===== src/rtl/alu_div_seq.sv =====
// rtl/alu_div_seq.sv - multi-cycle restoring divider for DIV/DIVU, HI=remainder, LO=quotient
module alu_div_seq #(
    parameter int WIDTH = 32,
    parameter int CNT_W = 6
) (
    input  logic             clk,
    input  logic             rst_n,
    input  logic             start,
    input  logic             is_signed,
    input  logic [WIDTH-1:0] dividend,
    input  logic [WIDTH-1:0] divisor,
    output logic             busy,
    output logic             done,
    output logic [WIDTH-1:0] quotient,
    output logic [WIDTH-1:0] remainder,
    output logic             div_by_zero
);

    typedef enum logic [1:0] {S_IDLE, S_RUN, S_DONE} state_t;

    state_t             r_state, w_next;
    logic [WIDTH-1:0]   r_q, r_d, r_dvd;
    logic [WIDTH:0]     r_r;
    logic [CNT_W-1:0]   r_cnt;
    logic               r_neg_q, r_neg_r, r_dz;
    logic [WIDTH-1:0]   r_quotient, r_remainder;
    logic               r_div_by_zero;

    logic               w_accept, w_last;
    logic               w_dvd_neg, w_dvs_neg;
    logic [WIDTH-1:0]   w_dvd_mag, w_dvs_mag;
    logic [WIDTH:0]     w_rs, w_t, w_r_nx;
    logic [WIDTH-1:0]   w_q_nx, w_q_fin, w_r_fin;

    assign w_accept  = start && (r_state != S_RUN);
    assign w_last    = (r_cnt == CNT_W'(WIDTH-1));
    assign w_dvd_neg = is_signed & dividend[WIDTH-1];
    assign w_dvs_neg = is_signed & divisor[WIDTH-1];
    assign w_dvd_mag = w_dvd_neg ? -dividend : dividend;
    assign w_dvs_mag = w_dvs_neg ? -divisor : divisor;

    // One restoring step: shift {R,Q} left, keep the trial difference if it did not borrow.
    assign w_rs   = {r_r[WIDTH-1:0], r_q[WIDTH-1]};
    assign w_t    = w_rs - {1'b0, r_d};
    assign w_r_nx = w_t[WIDTH] ? w_rs : w_t;
    assign w_q_nx = {r_q[WIDTH-2:0], ~w_t[WIDTH]};

    assign w_q_fin = r_neg_q ? -w_q_nx : w_q_nx;
    assign w_r_fin = r_neg_r ? -w_r_nx[WIDTH-1:0] : w_r_nx[WIDTH-1:0];

    always_ff @(posedge clk or negedge rst_n) begin
        if (!rst_n) begin
            r_state <= S_IDLE;
        end else begin
            r_state <= w_next;
        end
    end

    always_comb begin
        w_next = r_state;
        case (r_state)
            S_IDLE:  if (start) w_next = S_RUN;
            S_RUN:   if (w_last) w_next = S_DONE;
            S_DONE:  w_next = start ? S_RUN : S_IDLE;
            default: w_next = S_IDLE;
        endcase
    end

    always_ff @(posedge clk or negedge rst_n) begin
        if (!rst_n) begin
            r_q           <= '0;
            r_d           <= '0;
            r_dvd         <= '0;
            r_r           <= '0;
            r_cnt         <= '0;
            r_neg_q       <= 1'b0;
            r_neg_r       <= 1'b0;
            r_dz          <= 1'b0;
            r_quotient    <= '0;
            r_remainder   <= '0;
            r_div_by_zero <= 1'b0;
        end else if (w_accept) begin
            r_q     <= w_dvd_mag;
            r_d     <= w_dvs_mag;
            r_dvd   <= dividend;
            r_r     <= '0;
            r_cnt   <= '0;
            r_neg_q <= w_dvd_neg ^ w_dvs_neg;
            r_neg_r <= w_dvd_neg;
            r_dz    <= (divisor == '0);
        end else if (r_state == S_RUN) begin
            r_q   <= w_q_nx;
            r_r   <= w_r_nx;
            r_cnt <= r_cnt + CNT_W'(1);
            if (w_last) begin
                // Divide-by-zero still runs the full latency but reports a fixed result.
                r_quotient    <= r_dz ? '1 : w_q_fin;
                r_remainder   <= r_dz ? r_dvd : w_r_fin;
                r_div_by_zero <= r_dz;
            end
        end
    end

    assign busy        = (r_state == S_RUN);
    assign done        = (r_state == S_DONE);
    assign quotient    = r_quotient;
    assign remainder   = r_remainder;
    assign div_by_zero = r_div_by_zero;

endmodule

===== config.mk =====
export PLATFORM = sky130hd
export DESIGN_NAME = alu_div_seq
export DESIGN_NICKNAME = d
export VERILOG_FILES = /design/src/rtl/alu_div_seq.sv
export SDC_FILE = /design/constraint.sdc
export NUM_CORES = 1
export LEC_CHECK = 0
export CAP_MARGIN = 25
export CORE_UTILIZATION = 60
export CTS_CLUSTER_DIAMETER = 80
export CTS_CLUSTER_SIZE = 12
export DETAILED_ROUTE_END_ITERATION = 12
export MAX_ROUTING_LAYER = met4
export PLACE_DENSITY = 0.83
export SYNTH_ARGS = -nofsm -noshare
export SYNTH_HDL_FRONTEND = slang
export SYNTH_SLANG_ARGS = --single-unit

===== constraint.sdc =====
create_clock -name clk -period 14.4 [get_ports clk]
set_clock_uncertainty 0.2 [all_clocks]
set_input_delay 2.16 -clock clk [delete_from_list [all_inputs] [get_ports clk]]
set_output_delay 2.16 -clock clk [all_outputs]
set_load 0.05 [all_outputs]

==> impl_metrics.sql <==
INSERT INTO impl_metrics (metric_group, metric, value, unit) VALUES
('worst_setup_path', 'critical-path-slowest-cell', 'nor4_2', ''),
('finish', 'layout.filler_cells', '1812', ''),
('yosys', 'mappedNetlistArea', '13770', 'µm²'),
('worst_setup_path', 'slowest_delay', '640', 'ps'),
('routing', 'via_per_inst', '6.396', ''),
('finish', 'final_common_cell', 'o21ai_0', ''),
('timing', 'tightest_slew', '1080', 'ps'),
('cts', 'hold_buffers', '0', ''),
('cts', 'clock_sinks', '204', ''),
('timing', 'rsz_0062_raised_after_global_routing', 'no', ''),
('yosys', 'synth_cells', '1645', ''),
('worst_setup_path', 'critical_path_capture_point_type', 'register', ''),
('timing', 'final_max_slew_viol_count', '0', ''),
('yosys', 'async_reset_ff_share', '100.0', '%'),
('yosys', 'syn-num-nets', '1751', ''),
('worst_setup_path', 'critPathBufInv', '1', ''),
('cts', 'cts_root_buf', 'clkbuf_16', ''),
('die', 'floorplan.die_area', '23570', 'µm²'),
('placed_design', 'place_congestion', '0.9658', ''),
('die', 'fp.dieW', '153.5', 'µm'),
('timing', 'tns', '0', 'ps'),
('worst_setup_path', 'critical_path.top_delay_family', 'compound AO/OA/AOI/OAI gates', ''),
('timing', 'min_period_over_period', '36.48', '%'),
('cts', 'postCtsSetupBuffers', '0', ''),
('yosys', 'ys_seq_elements', '204', ''),
('cts', 'worstSkewPairLatency', '520', 'ps'),
('yosys', 'ys.warnings.count', '0', ''),
('timing', 'finalHoldViolCount', '0', ''),
('global_route', 'first_pass_grt_wire_length', '63890', 'µm'),
('timing', 'relSlewSlack', '27.65', '%'),
('yosys', 'netlist.top_cell.by_area', 'dfrtp_1', ''),
('cts', 'tritoncts', 'built', ''),
('global_route', 'number_of_antenna_violations_at_the_first_check_in_global_routing', '1', ''),
('global_route', 'groute.layer.met3.usage', '3.749', '%'),
('finish', 'layout_common_cells', 'o21ai_0 (232), dfrtp_1 (203), nand2_1 (202)', ''),
('worst_setup_path', 'crit_type', 'register to register', ''),
('timing', 'layout_min_cycle_time', '5253', 'ps'),
('finish', 'post_route_cells_drive_above_1_share', '6.094', '%'),
('worst_setup_path', 'critical_path_startpoint', 'r_r[16]$_DFFE_PN0P_', ''),
('die', 'core-area', '22570', 'µm²'),
('cts', 'cts_resized', '0', ''),
('global_route', 'met2_usage', '53.46', '%'),
('routing', 'dr.pass1.iters', '5', ''),
('worst_setup_path', 'crit_required', '14660', 'ps'),
('global_route', 'via_count_of_the_first_global_routing_pass', '12000', ''),
('timing', 'maximum_operating_frequency', '190.4', 'MHz'),
('finish', 'syn_to_final_growth', '14.85', '%'),
('yosys', 'netlist-cell-type-count', '81', ''),
('worst_setup_path', 'setup.worst_path.start_class', 'register', ''),
('worst_hold_path', 'worstHoldStart', 'quotient[2]$_DFFE_PN0P_', ''),
('global_route', 'largest_net_degree_at_the_start_of_global_routing', '99', ''),
('worst_setup_path', 'regToRegStartpoint', 'r_r[16]$_DFFE_PN0P_', ''),
('routing', 'avgRoutedWirePerCell', '19.70', 'µm'),
('die', 'top_level_ports', '135', ''),
('worst_setup_path', 'path_max_fanout', '17', ''),
('finish', 'fin_nets', '1827', ''),
('routing', 'via_count', '12850', ''),
('cts', 'cts.reportedPaths.clkPinSlew', '60', 'ps'),
('yosys', 'postSynthAreaPerCell', '8.373', 'µm²'),
('run_status', 'outcome', 'finished, final reports clean', ''),
('timing', 'setup_viol', '0', ''),
('worst_setup_path', 'cell_by_cell_listing_of_the_critical_path', 'ha_1 > a21oi_1 > o21ai_1 > a22oi_1 > a21boi_0 > a31o_4 > nor2_2 > clkinv_1 > nor2_1 > a21oi_1 > ha_1 > nand2_1 > nor3_1 > o22ai_1 > nor4_2 > nand3_1 > a211o_1 > nand3_1', ''),
('run', 'timing.max_cap.violations', '0', ''),
('worst_hold_path', 'worstHoldPathType', 'register to register', ''),
('routing', 'dr.first_iter.drc_count', '1243', ''),
('global_route', 'busiest_layer', 'met2', ''),
('die', 'start_util', '61.02', '%'),
('cts', 'tritoncts_buffer_count', '21', ''),
('die', 'core.rowCount', '55', ''),
('yosys', 'synth_area_leaders', 'dfrtp_1 (37%), o21ai_0 (8.4%), nand2_1 (5.5%)', ''),
('routing', 'wirelength', '39580', 'µm');
[layer usage]
layer  share of wire (%)  vias up
met1                  43     6183
met2                  46      561
met5                   0        -
met4                 2.8        0
li1                    -     6024
met3                 7.9       82
[stage by stage]
step                      area [µm²]  setup WS, ps  utilization (%)  std cells  hold WS (ps)
after global routing           15820          8868            70.08       2009         287.4
final                          15820          9147            70.08       2009         272.7
after floorplan                13770          9389                -       1645         249.6
after CTS                      15790          9315            69.95       2007         274.4
after global placement         15230          9165            67.46       1982         259.5
after detailed placement       15230          9071            67.46       1982         261.0
[final cells by class]
| type | instances | area [µm²] | area share, % |
|---|---|---|---|
| Sequential cell | 204 | 5106 | 32.28 |
| Tap cell | 285 | 356.6 | 2.254 |
| Timing Repair Buffer | 151 | 1488 | 9.404 |
| Clock buffer | 23 | 543.0 | 3.433 |
| Inverter | 58 | 217.7 | 1.376 |
| Multi-Input combinational cell | 1285 | 8085 | 51.11 |
| Clock inverter | 2 | 20.02 | 0.1266 |
| Antenna cell | 1 | 2.502 | 0.01582 |
[worst paths after layout]
path / depth (start not counted) / slack (ps) / to
setup / recovery: 18 / 9150 / remainder[28]$_DFFE_PN0P_
hold / removal: 2 / 270 / quotient[2]$_DFFE_PN0P_
setup reg to reg: 18 / 9150 / remainder[28]$_DFFE_PN0P_
hold reg to reg: 2 / 270 / quotient[2]$_DFFE_PN0P_
max in group asynchronous: 4 / 10820 / remainder[20]$_DFFE_PN0P_
min in group asynchronous: 1 / 1450 / r_r[29]$_DFFE_PN0P_
[registers in the layout (all words and copies together) (netlist names)]
register	flops
quotient	32
r_neg_q	1
remainder	32
r_neg_r	1
div_by_zero	1
r_dvd	32
r_r	32
r_state	2
r_d	32
r_q	32
r_dz	1
r_cnt	6
[synth_stat cells (17+ instances only)]
cell type    n
xor2_1      77
clkbuf_1    75
xnor2_1     51
nor4_1      17
a21oi_1    115
nor3_1      34
o31ai_1     25
o21ai_0    232
mux2_2      34
inv_1       56
dfrtp_1    204
mux2i_1     43
nand3b_1    32
nand2_1    203
or3_1       24
nor2_1     111
o41ai_1     19
ha_1        37
nand3_1     29
[worst register-to-register path, stage by stage (launching register included)]
cell      delay [ps]
dfrtp_1          430
ha_1             520
a21oi_1          120
o21ai_1          520
a22oi_1          200
a21boi_0         330
a31o_4           280
nor2_2            90
clkinv_1         110
nor2_1            60
a21oi_1          290
ha_1             330
nand2_1           70
nor3_1           140
o22ai_1          260
nor4_2           650
nand3_1          200
a211o_1          330
nand3_1           60
[kinds of logic (layout without fill, tap and decap cells)]
| logic type | Yosys count | count (layout) | share of synthesized area (%) |
|---|---|---|---|
| compound gates | 498 | 498 | 21.75 |
| flops | 204 | 204 | 37.06 |
| mux | 77 | 77 | 5.905 |
| simple gates | 544 | 544 | 19.26 |
| other cells | 0 | 1 | 0 |
| fa+ha+maj | 38 | 38 | 3.507 |
| xor+xnor | 128 | 128 | 8.140 |
| buf+inv | 156 | 234 | 4.379 |
Power is not shown: default switching activity piles up to over one toggle a cycle in this logic, so the estimate is an artifact.
